File: src/rtl/uart_receiver.sv
// UART receive stage: 2-flop synchronizer, oversampled FSM, sticky ready, framing/overrun flags.
// Optional even-parity slot between data and stop when UART_RX_PARITY_EN is defined.
module uart_receiver #(
    parameter int DATA_BITS  = 8,
    parameter int OVERSAMPLE = 16
) (
    input  logic                 clk_50m,
    input  logic                 rst_n,
    input  logic                 rx,
    input  logic                 clken,
    input  logic                 rdy_clr,
    output logic [DATA_BITS-1:0] data_out,
    output logic                 rdy,
    output logic                 rx_busy,
    output logic                 frame_err,
    output logic                 overrun,
    output logic                 parity_err
);

    localparam int CNT_W = $clog2(OVERSAMPLE);
    localparam int IDX_W = $clog2(DATA_BITS);

    localparam logic [CNT_W-1:0] CNT_MID  = CNT_W'(OVERSAMPLE / 2 - 1);
    localparam logic [CNT_W-1:0] CNT_LAST = CNT_W'(OVERSAMPLE - 1);
    localparam logic [CNT_W-1:0] CNT_ONE  = CNT_W'(1);
    localparam logic [IDX_W-1:0] IDX_LAST = IDX_W'(DATA_BITS - 1);
    localparam logic [IDX_W-1:0] IDX_ONE  = IDX_W'(1);

    typedef enum logic [2:0] {
        IDLE,
        START,
        DATA,
`ifdef UART_RX_PARITY_EN
        PARITY,
`endif
        STOP
    } state_t;

    state_t                 state, state_next;
    logic [CNT_W-1:0]       cnt, cnt_next;
    logic [IDX_W-1:0]       bit_idx, bit_idx_next;
    logic [DATA_BITS-1:0]   shift_reg, shift_next;
    logic                   rx_meta, rx_s;
    logic                   stop_good, stop_bad;

    // Synchronizer flops reset to 1 so a reset never looks like a start bit.
    always_ff @(posedge clk_50m or negedge rst_n) begin
        if (!rst_n) begin
            rx_meta <= 1'b1;
            rx_s    <= 1'b1;
        end else begin
            // NOTE: non-blocking assignments keep the two stages distinct flops.
            rx_meta <= rx;
            rx_s    <= rx_meta;
        end
    end

    always_ff @(posedge clk_50m or negedge rst_n) begin
        if (!rst_n) begin
            state     <= IDLE;
            cnt       <= '0;
            bit_idx   <= '0;
            shift_reg <= '0;
        end else begin
            state     <= state_next;
            cnt       <= cnt_next;
            bit_idx   <= bit_idx_next;
            shift_reg <= shift_next;
        end
    end

`ifdef UART_RX_PARITY_EN
    logic par_bit, par_next;

    always_ff @(posedge clk_50m or negedge rst_n) begin
        if (!rst_n) par_bit <= 1'b0;
        else        par_bit <= par_next;
    end
`endif

    always_comb begin
        // NOTE: every output of this block gets a default first, so no path infers a latch.
        state_next   = state;
        cnt_next     = cnt;
        bit_idx_next = bit_idx;
        shift_next   = shift_reg;
        stop_good    = 1'b0;
        stop_bad     = 1'b0;
`ifdef UART_RX_PARITY_EN
        par_next     = par_bit;
`endif
        if (clken) begin
            case (state)
                IDLE: begin
                    if (!rx_s) begin
                        state_next = START;
                        cnt_next   = '0;
                    end
                end
                START: begin
                    // Mid start bit: a line back high means the edge was a glitch.
                    if (cnt == CNT_MID) begin
                        if (!rx_s) begin
                            state_next   = DATA;
                            cnt_next     = '0;
                            bit_idx_next = '0;
                        end else begin
                            state_next = IDLE;
                        end
                    end else begin
                        cnt_next = cnt + CNT_ONE;
                    end
                end
                DATA: begin
                    if (cnt == CNT_LAST) begin
                        cnt_next   = '0;
                        shift_next = {rx_s, shift_reg[DATA_BITS-1:1]};
                        if (bit_idx == IDX_LAST) begin
`ifdef UART_RX_PARITY_EN
                            state_next = PARITY;
`else
                            state_next = STOP;
`endif
                        end else begin
                            bit_idx_next = bit_idx + IDX_ONE;
                        end
                    end else begin
                        cnt_next = cnt + CNT_ONE;
                    end
                end
`ifdef UART_RX_PARITY_EN
                PARITY: begin
                    if (cnt == CNT_LAST) begin
                        cnt_next   = '0;
                        par_next   = rx_s;
                        state_next = STOP;
                    end else begin
                        cnt_next = cnt + CNT_ONE;
                    end
                end
`endif
                STOP: begin
                    // Leave mid stop bit so the next start edge is caught without slip.
                    if (cnt == CNT_LAST) begin
                        cnt_next   = '0;
                        state_next = IDLE;
                        stop_good  = rx_s;
                        stop_bad   = !rx_s;
                    end else begin
                        cnt_next = cnt + CNT_ONE;
                    end
                end
                default: state_next = IDLE;
            endcase
        end
    end

    // A completing byte wins over a coincident clear; overrun uses the pre-clear rdy.
    always_ff @(posedge clk_50m or negedge rst_n) begin
        if (!rst_n) begin
            data_out  <= '0;
            rdy       <= 1'b0;
            frame_err <= 1'b0;
            overrun   <= 1'b0;
        end else if (stop_good) begin
            data_out  <= shift_reg;
            rdy       <= 1'b1;
            frame_err <= 1'b0;
            if (rdy)          overrun <= 1'b1;
            else if (rdy_clr) overrun <= 1'b0;
        end else begin
            if (stop_bad) frame_err <= 1'b1;
            if (rdy_clr) begin
                rdy     <= 1'b0;
                overrun <= 1'b0;
            end
        end
    end

`ifdef UART_RX_PARITY_EN
    logic parity_err_q;

    // Even parity: data bits XOR parity bit must be zero on a good frame.
    always_ff @(posedge clk_50m or negedge rst_n) begin
        if (!rst_n)         parity_err_q <= 1'b0;
        else if (stop_good) parity_err_q <= (^shift_reg) ^ par_bit;
    end

    assign parity_err = parity_err_q;
`else
    assign parity_err = 1'b0;
`endif

    assign rx_busy = (state != IDLE);

endmodule

File: config.mk
export PLATFORM = sky130hd
export DESIGN_NAME = uart_receiver
export DESIGN_NICKNAME = d
export VERILOG_FILES = /design/src/rtl/uart_receiver.sv
export SDC_FILE = /design/constraint.sdc
export NUM_CORES = 1
export LEC_CHECK = 0
export ABC_AREA = 1
export ABC_CLOCK_PERIOD_IN_PS = 1800
export CORE_UTILIZATION = 35
export DETAILED_ROUTE_END_ITERATION = 10
export PLACE_DENSITY = 0.6
export SLEW_MARGIN = 20
export SYNTH_ARGS = -nofsm -noshare
export SYNTH_HDL_FRONTEND = slang
export SYNTH_SLANG_ARGS = --single-unit
File: constraint.sdc
create_clock -name clk_50m -period 1.8 [get_ports clk_50m]
set_input_delay 0.45 -clock clk_50m [delete_from_list [all_inputs] [get_ports clk_50m]]
set_output_delay 0.45 -clock clk_50m [all_outputs]
set_load 0.02 [all_outputs]
After elaboration in Yosys (flattened, before gate mapping)
Cells that the tools add are included.
{ "totals": {"ff_bits": 31, "inputBits": 5, "output_inout_bits": 13, "word_cells": 66} }
{ "op_classes": {"n_addsub": 2, "n_eq_ne": 13, "n_mux": 29, "reduce_logical": 12} }
{ "op_table": {"columns": ["operator", "count"], "rows": [
  ["$mux 3", 9],
  ["$ne 2x2->1 const B", 7],
  ["$mux 1", 13],
  ["$mux 4", 3],
  ["$pmux 3 s4", 1],
  ["$pmux 4 s3", 1],
  ["$reduce_and 6->1", 2],
  ["$eq 3x2->1 const B", 2],
  ["$pmux 3 s2", 1],
  ["$reduce_bool 2->1", 3],
  ["$reduce_bool 3->1", 2],
  ["$add 4x1->4 const B", 1],
  ["$eq 4x3->1 const B", 1],
  ["$eq 4x4->1 const B", 1],
  ["$add 3x1->3 const B", 1],
  ["$eq 3x1->1 const B", 1],
  ["$eq 3x3->1 const B", 1],
  ["$logic_not 3->1", 1],
  ["$reduce_and 3->1", 1],
  ["$mux 2", 1],
  ["$reduce_and 2->1", 1],
  ["$reduce_or 2->1", 1],
  ["$logic_not 1->1", 1]
]} }

Logic depth before layout (Yosys ltp)
{ "depth": {"word_depth": 6, "depth_mapped": 9, "mapped_depth_nobuf": 9} }

Least setup slack after synthesis
OpenSTA, ideal clock, no wires.
{ "synth_path": {"kind": "register to register", "start": "register bit_idx[0]", "end": "register bit_idx[0]", "setup_ns": 0.065, "t_arrival_ns": 1.246, "required_ns": 1.735, "setup_slack_ns": 0.489, "stages_incl_launch_ff": 10, "n_path_buf": 0, "period_less_slack_ns": 1.311, "path_cell_list": "dfrtp_1 > ha_1 > ha_1 > inv_1 > nand3_1 > nand2_1 > nand2_1 > nor2_1 > nand2_1 > nand2_1"} }
{ "synth_between": {"elab_chain_cells": 4} }
{ "synth_lines": {"columns": ["element", "line_no", "source"], "rows": [
  ["from (decl)", "41", "logic [IDX_W-1:0] bit_idx, bit_idx_next;"],
  ["from (signal assigned)", "67", "bit_idx <= bit_idx_next;"],
  ["$add 3x1->3", "125", "bit_idx_next = bit_idx + IDX_ONE;"],
  ["$mux 3", "118", "if (bit_idx == IDX_LAST) begin"],
  ["$mux 3", "115", "if (cnt == CNT_LAST) begin"],
  ["$pmux 3 s2", "93", "case (state)"]
]} }
Several ways; a longest one is shown, not always the timed one. The select of a mux whose other input is x is not followed.
A chain may end at the register's enable or synchronous reset.

Worst setup path in the final report
{ "layout_path": {"start": "register state[0]", "end": "output port rx_busy"} }
{ "layout_between": {"elab_chain_cells": 1} }
{ "layout_lines": {"columns": ["element", "line_no", "source"], "rows": [
  ["from (decl)", "39", "state_t state, state_next;"],
  ["from (signal assigned)", "65", "state <= state_next;"],
  ["$reduce_bool 3->1", "194", "assign rx_busy = (state != IDLE);"],
  ["to (decl)", "14", "output logic rx_busy,"]
]} }
No other way between the ends.

==> reports/metrics.cfg <==
[outcome]
status=completed

[sta]
max_freq_mhz=579
fin_crit_sh_pct=95.9
final-setup-viol-count=0
finalMaxSlewViolations=0
timing_hold_violations_final=0
finClkSkew_ns=0.00681
rsz0062_at_grt=false
min_period_ns=1.73
tns_ns=0
worst_slack_ns=0.0740

[placed_design]
io_buffers=16
place_area_um2=1640
dp_slack_ns=0.0402
place_hpwl_um=1790
gp_congestion=0.828

[worst_hold_path]
hold_class=reg2reg
min_path_cells=0
min_from=rx_meta$_DFF_PN1_
whs_endpoint=rx_s$_DFF_PN1_

[layout]
final_common_cell=nand2_1
final_cell_mix=52 x nand2_1, 28 x dfrtp_1, 26 x inv_1, 15 x clkdlybuf4s50_1
finalInstanceArea_um2=1730
final_core_util_pct=45.5
fill_cells=366
area_delta_synth_final_pct=21.0
drive_gt1_share_pct=14.4
multiInputGateArea_um2=546
nNetsFinal=194
antennaDiodeCount=0
seq_area_um2=753

[pwr]
clkPwrFrac_pct=29.0
max-vdd-ir-drop_uv=525
p_per_area_nw_per_um2=1100
cellLeakagePower_nw=0.822
finalPower_mw=1.89
switching_share_pct=34.2
internal_power_mw=1.25
seq_power_share_pct=44.4
p_sw_mw=0.648
comb_power_share_pct=26.5

[route]
route.detailed.drc=0
dr.pass1.iters=4
wire_per_inst_um=10.5
avgViaCountPerCell=4.51
wirelength_um=2460
postRouteAntennaNets=0
via_count=1059
drt_iter0_drc=39

[floorplan]
die_w_um=65.9
coreArea_um2=3800
dieArea_um2=4340
initial_core_util_pct=37.6
fp-row-count=22
die_h_um=65.9
ios=18

[synth]
synth_nets=172
synthMuxAreaShare_pct=0
synthCells=164
synthSimpleGateAreaFrac_pct=23.3
synth_adder_area_share_pct=2.63
synth_top_family_by_area=simple AND/OR/NAND/NOR gates
synth_top_cells_by_area=dfrtp_1 49%, nand2_1 14%, inv_1 6.8%
synth_cell_types=23
synth_top_area_cell=dfrtp_1
synth-xor-area-share_pct=0.613
synth-seq-area-share_pct=52.7
synth_top_area_share_pct=49.0
syn_avg_cell_area_um2=8.71
yosysWarnings=0
synth_compound_area_share_pct=11.2
synth-seq-cells=30
syn_area_um2=1430

[clock_tree]
cts_tree=done
cts_hold_repair.buffers=0
htreeDepth=2
numCtsBuffers=5
clock_path_buffers=2
clkLatencyLatePin_ns=0.28
root_buffer=clkbuf_8
cts_sinks=30
cts.clk_slew.worst_paths_ns=0.06

[worst_setup_path]
worstRegToRegCells=6
startpoint_type=flip-flop
critPathArrivalTime_ns=1.28
rrSetupSlack_ns=0.30
crit_type=reg2out
r2r-end=data_out[6]$_DFFE_PN0P_
worst_setup_path_end_kind=output port
path_max_fanout=5
r2r-start=cnt[0]$_DFFE_PN0P_
required_ns=1.35

[grt]
grt.met1_usage_pct=16.0
grt_use_met2_pct=21.6
grtUsageTotal_pct=13.4
grt_max_degree=31
grt_pass1_wl_um=4310
grt_pass1_vias=993
antenna_found_initial=0
grt_remaining_overflow=0
busiest_layer=met2
grtUsageMet3_pct=4.14

[flow_run]
cap_violations=0

area by class of cell:
type / count / share of cell area (%)
clock inverters: 1 / 0.289
repair buffers: 19 / 10.5
multi-input cells: 104 / 31.5
well taps: 48 / 3.47
clock buffers: 7 / 4.99
flip-flops and latches: 30 / 43.6
inverters: 26 / 5.64
through the flow:
| stage | std cells | hold slack (ns) |
|---|---|---|
| 2_1_floorplan | 164 | 0.154 |
| 3_3_place_gp | 227 | 0.346 |
| 3_5_place_dp | 227 | 0.347 |
| 4_1_cts | 235 | 0.356 |
| 5_1_grt | 235 | 0.358 |
| 6_report | 235 | 0.355 |
worst max-delay path by stage:
stage | from | to | slack (ns)
final | state[0]$_DFFE_PN0P_ | rx_busy | 0.07
after global placement | clken | data_out[4]$_DFFE_PN0P_ | 0.08
after global routing | state[0]$_DFFE_PN0P_ | rx_busy | 0.01
after detailed placement | clken | data_out[2]$_DFFE_PN0P_ | 0.04
after CTS | state[0]$_DFFE_PN0P_ | rx_busy | 0.03
after floorplan | bit_idx[0]$_DFFE_PN0P_ | bit_idx[0]$_DFFE_PN0P_ | 0.49
worst max-delay path, cell delays in order, from the launching register on:
cell and delay [ns]:
dfrtp_1 0.44, nor2_2 0.17, inv_1 0.07, dlygate4sd2_1 0.32
routing by layer:
layer  part of all wire, %  vias to the layer above
li1                      -                      548
met1                    47                      490
met2                    48                       17
met3                   3.7                        4
met4                   1.2                        0
met5                     0                        -
kinds of logic (layout without fill, tap and decap cells):
family | count (synthesis) | in the layout
AOI/OAI and AO/OA | 23 | 23
xor gates and xnor gates | 1 | 1
adders and majority gates | 3 | 3
buffers and inverters | 30 | 53
DFF | 30 | 30
other | 1 | 1
and+or+nand+nor | 76 | 76
cells in the mapped netlist (all sizes together):
master  count
a21oi       1
buf         4
conb        1
dfrtp      28
dfstp       2
ha          3
inv        26
nand2      54
nand3      11
nand3b      1
nor2       10
o21ai      18
o21bai      3
o22ai       1
xor2        1
power groups by stage:
stage	Combinational (mW)	Sequential [mW]	Clock [mW]
finish	0.503	0.842	0.550
global route	0.580	0.853	0.602
CTS	0.505	0.836	0.567
detailed placement	0.517	0.845	0
global placement	0.484	0.841	0
floorplan	0.376	0.825	0
repair_timing:
item | in CTS | in global routing
setup buffers | 0 | 0
pin swaps | 0 | 0
resized for setup | 1 | 1
hold endpoints to repair | 0 | 0
setup endpoints to repair | 1 | 1
Power figures use the tool's default switching activity.
